**src/rtl/div_issue_ctrl.sv**
```systemverilog
// Issue controller for the pipelined 40-bit signed divider.
// It extends the operands, sends one operation at a time, and handles divide-by-zero, flush and a lost result.
module div_issue_ctrl #(
  parameter int LATENCY = 45,
  parameter int TIMEOUT = 64
) (
  input  logic        clk,
  input  logic        reset,
  input  logic        req_valid,
  output logic        req_ready,
  input  logic        req_signed,
  input  logic [31:0] req_a,
  input  logic [31:0] req_b,
  input  logic        req_kill,
  output logic        resp_valid,
  input  logic        resp_ready,
  output logic [31:0] resp_hi,
  output logic [31:0] resp_lo,
  output logic        resp_dbz,
  output logic        div_diviend_valid,
  output logic        div_divisor_valid,
  output logic [39:0] div_diviend_bits,
  output logic [39:0] div_divisor_bits,
  input  logic        div_dout_valid,
  input  logic [79:0] div_dout_bits,
  output logic        busy,
  output logic        err
);

  // state | meaning
  // IDLE  | waiting for a request
  // BUSY  | operation in the divider, result wanted
  // DRAIN | operation killed, waiting for the divider to flush it out
  // DONE  | response held until the consumer takes it

  typedef enum logic [1:0] {IDLE, BUSY, DRAIN, DONE} state_t;

  // An illegal TIMEOUT would fire before a nominal result could arrive, so it is clamped.
  localparam int TMO = (TIMEOUT > LATENCY + 1) ? TIMEOUT : LATENCY + 2;
  localparam int CW  = $clog2(TMO + 1);

  state_t        state;
  logic [CW-1:0] cnt;
  logic          accept;
  logic          timeout;
  logic          unused_dout;

  assign req_ready   = (state == IDLE) & ~req_kill;
  assign accept      = req_valid & req_ready;
  assign busy        = (state != IDLE);
  assign timeout     = (cnt == CW'(TMO - 1));
  assign unused_dout = ^{div_dout_bits[79:72], div_dout_bits[39:32]};

  always_ff @(posedge clk or posedge reset) begin
    if (reset) begin
      state             <= IDLE;
      cnt               <= '0;
      err               <= 1'b0;
      resp_valid        <= 1'b0;
      resp_hi           <= '0;
      resp_lo           <= '0;
      resp_dbz          <= 1'b0;
      div_diviend_valid <= 1'b0;
      div_divisor_valid <= 1'b0;
      div_diviend_bits  <= '0;
      div_divisor_bits  <= '0;
    end else begin
      div_diviend_valid <= 1'b0;
      div_divisor_valid <= 1'b0;
      if (div_dout_valid && (state == IDLE || state == DONE))
        err <= 1'b1;

      case (state)
        IDLE: begin
          if (accept) begin
            div_diviend_bits <= req_signed ? {{8{req_a[31]}}, req_a} : {8'h00, req_a};
            div_divisor_bits <= req_signed ? {{8{req_b[31]}}, req_b} : {8'h00, req_b};
            cnt              <= '0;
            if (req_b != 32'd0) begin
              div_diviend_valid <= 1'b1;
              div_divisor_valid <= 1'b1;
              state             <= BUSY;
            end else begin
              resp_hi    <= req_a;
              resp_lo    <= 32'hFFFF_FFFF;
              resp_dbz   <= 1'b1;
              resp_valid <= 1'b1;
              state      <= DONE;
            end
          end
        end
        BUSY: begin
          cnt <= cnt + 1'b1;
          if (div_dout_valid) begin
            // A kill landing with the result discards it; the divider is already empty.
            if (req_kill) begin
              state <= IDLE;
            end else begin
              resp_lo    <= div_dout_bits[71:40];
              resp_hi    <= div_dout_bits[31:0];
              resp_dbz   <= 1'b0;
              resp_valid <= 1'b1;
              state      <= DONE;
            end
          end else if (timeout) begin
            err   <= 1'b1;
            state <= IDLE;
          end else if (req_kill) begin
            state <= DRAIN;
          end
        end
        DRAIN: begin
          cnt <= cnt + 1'b1;
          if (div_dout_valid) begin
            state <= IDLE;
          end else if (timeout) begin
            err   <= 1'b1;
            state <= IDLE;
          end
        end
        DONE: begin
          if (req_kill || resp_ready) begin
            resp_valid <= 1'b0;
            state      <= IDLE;
          end
        end
        default: state <= IDLE;
      endcase
    end
  end

endmodule

```
**config.mk**
```make
export PLATFORM = sky130hd
export DESIGN_NAME = div_issue_ctrl
export DESIGN_NICKNAME = d
export VERILOG_FILES = /design/src/rtl/div_issue_ctrl.sv
export SDC_FILE = /design/constraint.sdc
export NUM_CORES = 1
export LEC_CHECK = 0
export ABC_CLOCK_PERIOD_IN_PS = 7000
export BUFFER_PORTS_ARGS = -buffer_cell sky130_fd_sc_hd__buf_2
export CAP_MARGIN = 20
export CELL_PAD_IN_SITES_DETAIL_PLACEMENT = 1
export CELL_PAD_IN_SITES_GLOBAL_PLACEMENT = 2
export CORE_MARGIN = 8
export CORE_UTILIZATION = 29
export CTS_CLUSTER_SIZE = 8
export DETAILED_ROUTE_END_ITERATION = 8
export PLACE_DENSITY_LB_ADDON = 0.1
export RECOVER_POWER = 25
export SLEW_MARGIN = 20
export SYNTH_ARGS = -nofsm -noshare
export SYNTH_HDL_FRONTEND = slang
export SYNTH_SLANG_ARGS = --single-unit
export TNS_END_PERCENT = 10
```
**constraint.sdc**
```tcl
create_clock -name clk -period 7 [get_ports clk]
set_clock_uncertainty 0.2 [all_clocks]
set_input_delay 0.35 -clock clk [delete_from_list [all_inputs] [get_ports clk]]
set_output_delay 0.35 -clock clk [all_outputs]
set_load 0.1 [all_outputs]
```
==> results.md, run 1 <==
Die:
- Once the floorplan was initialized, standard cells occupied a little under 30% of the core.
- The die is around 170 um tall.
- The chip width is roughly 170 um.
- After floorplanning, the core was sized to cover between 20000 and 25000 um^2.
- The top-level port count is 302.
- The full die area is slightly below 30000 um^2.
- The number of placement rows is 57.

Critical path:
- Among cell families on the critical path, the largest total delay comes from buffers and inverters.
- STA puts the critical path data arrival time at approximately 4.3 ns.
- In this design, the stage delay of the slowest critical-path cell is 2.29 ns.
- The critical path endpoint category is an asynchronous set/reset pin.
- The maximum fanout encountered on the critical timing path is 86.
- In this run the critical register-to-register path is launched from state[0].
- STA puts the critical path data required time at 7.26 ns.
- The reg-to-reg critical path endpoint is resp_lo[29].
- For this design, the slowest cell found on the critical path is clkinvlp_2.
- For the worst flop-to-flop path, the logic depth is 8.
- Across all register-to-register paths, the minimum setup slack is 3.17 ns.
- Walking the worst path, the cells encountered are dlygate4sd3_1 > buf_2 > clkinvlp_2 > buf_4.
- The launching element type of the critical path is an input pin.
- The critical path contains buffers and inverters numbering 4 combined.
- The launching element of the worst setup path is reset.
- The worst setup path category is input pin to asynchronous set/reset pin.

Finish:
- Cells with a size suffix above 1 make up between 30% and 40% of the layout.
- At the end of the flow, the number of nets in the layout was between 1000 and 1500.
- The synthesis-to-layout area growth is 42.26%.

Place:
- After legalization and detailed placement, the total HPWL measured 17.96 mm.
- The global placement routability congestion is 0.7300.
- The number of port buffers is 285.

Synthesis:
- The synthesized netlist net count is about 950.
- By area the synthesized netlist is led by dfrtp_1, nand2_1, o221a_2.
- Summing the sequential cell areas from Yosys gives roughly 50% of the chip area.
- The number of enable flip-flop cells after synthesis is 0.
- The biggest area consumer among synthesized cells is dfrtp_1.
- The synthesized design devotes to its leading area cell type 51.02% of total area.
- By count the netlist is led by nand2_1, dfrtp_1, o21ai_0.
- Yosys mapped the design onto 38 distinct sky130hd cell types.
- The predominant post-synthesis flop cell is dfrtp_1.
- The mean instance size in the synthesized netlist is 8.812 um^2.
- The most common cell in the synthesized netlist is nand2_1.
- The synthesis warning total is 0.
- Counting every instance in the synthesized netlist gives a little under 800.
- The flop and latch count out of synthesis is 143.
- Counting flops with an async set or reset pin after synthesis yields a share of between 90% and 100%.
- The post-synthesis instance area is between 7000 and 8000 um^2.

GRT:
- Global routing used 18.94% of the available tracks across all layers.
- The maximum number of pins on one net before global-route repair is 87.
- The number of antenna violations at the first check in global routing is 4.
- The first-pass GRT wire length is ~44 mm.
- For this run the aggregate overflow at the end of global routing stands at 0.
- The number of global-route vias before repair is approximately 7700.

Outcome:
- The flow ran to the end, but the final reports show violations.
- The checks that failed: capacitance limit, slew limit.

STA:
- Measured against its own limit, the worst slew margin works out to -174.3%.
- The total of endpoints with negative setup slack in the final report is 0.
- Setup repair after global routing left no endpoint under its margin.
- The max-slew violation total from the final report is 87.
- The final number of hold-violating endpoints was 0.
- In the final timing run, aggregate negative setup slack is 0 ns.
- At the pin with the least slew margin, the transition time is approximately 4.1 ns.
- For this run, the top clock speed supported by timing is 247.7 MHz.
- The final critical path takes up slightly below 60% of the cycle.
- After layout, the minimum clock period comes to approximately 4.0 ns.

Detailed routing:
- For this run, design rule violations remaining after detail routing come to 0.
- The total detailed-routing wirelength is roughly 28 mm.
- After detailed routing, the average wire length per cell comes to between 15 and 20 um.
- In the routed layout, each cell is associated on average with a via count of between 4 and 5.
- The count of antenna-violating nets left after detailed routing is 0.
- The first detailed-routing pass took 6 iterations.
- The number of DRC markers in iteration 0 is about 360.
- The overall via count from detail_route is approximately 7000.

Min path:
- The min-delay analysis places its worst path in the category input pin to register.
- The path with the worst hold slack has its endpoint at resp_lo[17].
- In this run the most critical hold path is launched from div_dout_bits[57].
- The worst hold path was traced through 3 stages.

Clocking:
- Clock-pin slew was measured on the worst setup and hold paths at ~0.07 ns.
- The total clock sinks is ~140.
- The clock passes through at most 2 buffers.
- The number of buffers added by the clock tree synthesis step is 17.
- The post-cts sizing count is 0.
- The H-tree depth reported by CTS is 4.
- The insertion delay of the later-clocked pin in the worst-skew pair is 0.41 ns.
- The root buffer cell is clkbuf_16.
- TritonCTS built the clock tree.

Flow run:
- The tool flagged a number of max-cap violations equal to 1.
==> layout make-up <==
class / instances / area, um^2
fill: 2881 / 14060
clock inverter: 12 / 209.0
timing repair buffer: 369 / 2215
multi-input combinational: 562 / 3078
inverter: 12 / 46.29
sequential: 143 / 3578
clock buffer: 20 / 436.7
tap: 324 / 405.4
antenna: 4 / 10.01
==> cell usage in the layout, fill, tap and decap left out, types with 4 or more instances in the layout <==
cell,synthesis,routed
buf_2,6,261
ha_1,6,4
o22a_1,29,29
diode_2,0,4
o21ai_0,67,67
buf_4,16,9
or3_1,29,29
nand2_1,206,205
a21oi_1,38,38
dfrtp_1,143,143
bufinv_16,0,5
a31oi_1,6,6
o221a_2,32,32
o22ai_1,29,29
nor2_1,47,46
clkbuf_1,55,27
inv_1,12,11
nor3_1,33,33
clkbuf_16,0,17
dlygate4sd3_1,0,75
nor4_1,9,9
==> tightest hold or removal path, cell delays in order <==
cell	delay, ns
buf_2	0.09
o22ai_1	0.05
a21oi_1	0.11
==> timing repair <==
item	4_1_cts	5_1_grt
hold buffers	75	0
hold endpoints to repair	159	0
buffers inserted	0	0
==> sequential cells by signal, summed over array words and instances (netlist names), 2 cells and up <==
signal	flops
resp_hi	32
cnt	7
resp_lo	32
state	2
div_divisor_bits	33
div_diviend_bits	33
==> worst max-delay path by stage <==
stage | to | depth (start not counted)
2_1_floorplan | cnt[0] | 1
3_3_place_gp | resp_lo[30] | 8
3_5_place_dp | resp_lo[30] | 8
4_1_cts | resp_lo[30] | 8
5_1_grt | resp_hi[3] | 4
6_report | resp_hi[16] | 4
==> stage by stage <==
| stage | hold slack (ns) | util [%] | worst slack [ns] | area (um^2) | instances |
|---|---|---|---|---|---|
| finish | 0.02537 | 41.52 | 2.963 | 9978 | 1446 |
| global route | 0.02286 | 41.51 | 2.257 | 9976 | 1445 |
| detailed placement | 0.2569 | 35.81 | 3.119 | 8606 | 1335 |
| CTS | 0.002020 | 41.62 | 3.100 | 10000 | 1442 |
| floorplan | 0.2554 | - | 2.612 | 7014 | 796 |
| global placement | 0.2462 | 35.81 | 3.156 | 8606 | 1335 |
==> kinds of logic after synthesis <==
kind of cell / count (synthesis) / synth area share [%]
AO/OA/AOI/OAI: 215 / 21.05
XOR/XNOR: 2 / 0.2498
adder cells (fa/ha/maj): 6 / 1.070
buffers and inverters: 91 / 5.833
flip-flops: 143 / 51.02
multiplexers: 2 / 0.3032
AND/OR/NAND/NOR: 337 / 20.48
==> layer usage <==
layer | up-vias | global-route usage [%] | share of wire (%)
li1 | 3401 | - | -
met2 | 191 | 30.36 | 48
met3 | 36 | 6.013 | 6.8
met4 | 2 | 6.427 | 1.8
met1 | 3509 | 23.79 | 43
met5 | - | 0 | 0.036
Power of run 1 is not shown: default switching activity piles up to over one toggle a cycle in this logic, so the estimate is an artifact.
==> run 2: changes to the inputs <==
--- a/config.mk
+++ b/config.mk
@@ -5,13 +5,13 @@
 export SDC_FILE = /design/constraint.sdc
 export NUM_CORES = 1
 export LEC_CHECK = 0
-export ABC_CLOCK_PERIOD_IN_PS = 7000
+export ABC_CLOCK_PERIOD_IN_PS = 3900
 export BUFFER_PORTS_ARGS = -buffer_cell sky130_fd_sc_hd__buf_2
 export CAP_MARGIN = 20
 export CELL_PAD_IN_SITES_DETAIL_PLACEMENT = 1
 export CELL_PAD_IN_SITES_GLOBAL_PLACEMENT = 2
 export CORE_MARGIN = 8
-export CORE_UTILIZATION = 29
+export CORE_UTILIZATION = 27
 export CTS_CLUSTER_SIZE = 8
 export DETAILED_ROUTE_END_ITERATION = 8
 export PLACE_DENSITY_LB_ADDON = 0.1
==> constraint.sdc (replaced) <==
create_clock -name clk -period 3.9 [get_ports clk]
set_clock_uncertainty 0.2 [all_clocks]
set_input_delay 0.195 -clock clk [delete_from_list [all_inputs] [get_ports clk]]
set_output_delay 0.195 -clock clk [all_outputs]
set_load 0.1 [all_outputs]
==> results.md, run 2 (synthesis gave the netlist of run 1 again) <==
Outcome:
- The run finished, with violations left.
- The final reports fail on capacitance limit, slew limit.

STA:
- Setup repair after global routing left no endpoint under its margin.
- The total negative setup slack is 0 ns.
- The worst path uses between 70 and 80% of the clock period.
- The final number of hold-violating endpoints is 0.
- The transition at the pin with the smallest max-transition slack is approximately 1.8 ns.
- The smallest clock period supported by the final layout is computed as 2.847 ns.
- Setup violations remaining at the end of the flow were counted as 0.
- The highest clock rate is ~350 MHz.
- Measured against its own limit, the worst slew margin works out to -20.67%.
- The max-slew violation total from the final report is 36.

Critical path:
- The critical path contains buffers and inverters numbering 2 combined.
- The number of cells on the worst reg-to-reg path is 7.
- The maximum fanout encountered on the critical timing path is 30.
- The largest stage delay on the critical path is about 0.76 ns.
- The library cell contributing the largest single delay on the critical path is or4_4.
- The worst setup path is of the register to register kind.
- The arrival time of data at the critical path endpoint is 2.95 ns.
- The worst setup path is launched from a register.
- Tracing the worst setup path back leads to its startpoint at state[0].
- The critical path endpoint category is a register.
- STA puts the critical path data required time at 4.00 ns.
- The reg-to-reg critical path endpoint is resp_lo[28].
- The startpoint identified for the worst register-to-register timing path is state[0].
- The signal on the critical path passes through inv_1 > ha_2 > nand3b_1 > buf_4 > or4_4 > o21a_1 > o22a_1.
- In this design, the largest share of critical-path delay is due to simple AND/OR/NAND/NOR gates.
- The register-to-register setup slack is around 1.1 ns.

Die:
- The die extent in y is around 180 um.
- The top-level port count is 302.
- The total area inside the core boundary comes to approximately 26000 um^2.
- For this configuration, the core starts out at a cell density of a little over a quarter.
- After floorplanning, the core was divided into between 50 and 60 placement rows.
- The chip width is about 180 um.
- The die covers between 30000 and 40000 um^2.

Detailed routing:
- The uppermost layer routed is met4.
- The detail-routed net length per standard cell is 19.10 um.
- The total iterations of the first detailed-routing run is 4.
- The routed design has roughly 29 mm of wire.
- After detailed routing, the number of remaining DRC violations is 0.
- The count of antenna-violating nets left after detailed routing is 0.
- The overall via count from detail_route is 7291.
- The detailed router finished its first iteration with about 460 violations.
- The detailed-routing wirelength on met1 is around 13 mm.
- The via-per-instance ratio is slightly below 5.
- In the detailed route, the total length drawn on met2 is ~13 mm.
- The amount of wire on met3 after detailed routing is ~2.2 mm.

Finish:
- After filler insertion, the fill cell instance count of the layout stands at approximately 3100.
- From synthesis to final layout, the design area changed by 48.39%.
- The antenna diode count is 0.
- The share of final-layout standard cells stronger than drive strength 1 is about a quarter.
- The most common library cell in the layout ignoring fill and taps is buf_2.
- The number of nets at the end of the flow is 1317.
- The combined area of the multi-input logic cells is 3068 um^2.
- For this run, the number of standard cells in the final layout without fillers is 1507.
- The largest registers in the layout are div_diviend_bits: 33 flops, div_divisor_bits: 33 flops.
- In the layout the commonest cells are buf_2, nand2_1, dfrtp_1.
- The footprint of the flip-flops and latches is roughly 3600 um^2.

GRT:
- The first global-routing pass estimated roughly 46 mm of wire.
- The number of antenna violations at the first check in global routing came to 0.
- Summed over all layers, the global routing overflow is 0.
- The combined global-route utilization of all metal layers is around 18%.
- Entering global routing, the biggest net connects 64 pins.
- The number of global-route vias before repair is between 7000 and 8000.

Clocking:
- CTS built an H-tree with a depth of 4.
- The post-cts sizing count is 0.
- The insertion delay of the later-clocked pin in the worst-skew pair is ~0.41 ns.
- The number of buffers between clock root and the deepest sink is 2.
- In this run, CTS created clock tree buffers numbering 17.
- The clock tree from TritonCTS is done.
- The clock transition at the registers of the reported paths is 0.06 ns.
- In this run the clock root is driven by a clkbuf_16.
- The total clock sinks is between 100 and 150.

Min path:
- The worst hold path cell count is 3.
- The worst hold path startpoint is div_dout_bits[17].
- The path class of the tightest hold or removal check is input pin to register.
- The path with the worst hold slack has its endpoint at resp_hi[17].

Place:
- The HPWL after detailed placement is ~19 mm.
- The global placement routability congestion is between 0.7 and 0.8.
- The number of port buffers is roughly 290.
- The number of placed instances, taps included, is 1354.

Flow run:
- The total of max-cap violations is 1.
[run 2: cell types whose count changed in the layout (fill, tap and decap cells not counted), moves of 2 or more]
cell	delta
buf_12	+2
buf_4	+5
clkinvlp_4	+2
buf_2	-51
diode_2	-4
clkinv_2	+2
dlygate4sd3_1	+47
bufinv_16	-2
clkbuf_1	+50
[run 2: worst max path at each step]
stage	cells after the start	slack (ns)	end
2_1_floorplan	4	0.93	req_ready
3_3_place_gp	7	1.05	resp_lo[28]
3_5_place_dp	7	1.02	resp_lo[28]
4_1_cts	7	1.0	resp_lo[28]
5_1_grt	4	0.76	resp_hi[19]
6_report	7	1.05	resp_lo[28]
[run 2: worst min-delay path: cells and delay by family]
kind,cells,cell delay [ns]
buffers and inverters,1,0.09
AO/OA/AOI/OAI,2,0.32
[run 2: metal layers]
layer / vias up / GRT usage [%]
met5: - / 0
met4: 0 / 3.257
met3: 13 / 6.251
met2: 187 / 29.06
met1: 3580 / 24.16
li1: 3511 / -
[run 2: final cells by class]
| class | count | area share (%) |
|---|---|---|
| multi-input cells | 562 | 29.47 |
| inverters | 12 | 0.4448 |
| well taps | 335 | 4.027 |
| flip-flops and latches | 143 | 34.38 |
| clock inverters | 13 | 1.587 |
| repair buffers | 424 | 25.96 |
| clock buffers | 18 | 4.123 |
[run 2: repair_timing]
| item | CTS | global route |
|---|---|---|
| hold buffers | 122 | 0 |
| hold endpoints to repair | 155 | 0 |
| buffers inserted | 0 | 0 |
[run 2: stage by stage]
step | setup WS [ns] | utilization [%] | hold slack [ns] | instance area (um^2)
floorplan | 0.9329 | - | 0.1004 | 7018
global route | 0.7623 | 40.40 | 0.01071 | 10410
CTS | 0.9995 | 40.79 | 0.001503 | 10510
global placement | 1.046 | 33.74 | 0.2086 | 8693
finish | 1.053 | 40.40 | 0.02227 | 10410
detailed placement | 1.023 | 33.74 | 0.2092 | 8693
Power of run 2 is left out for the same reason.
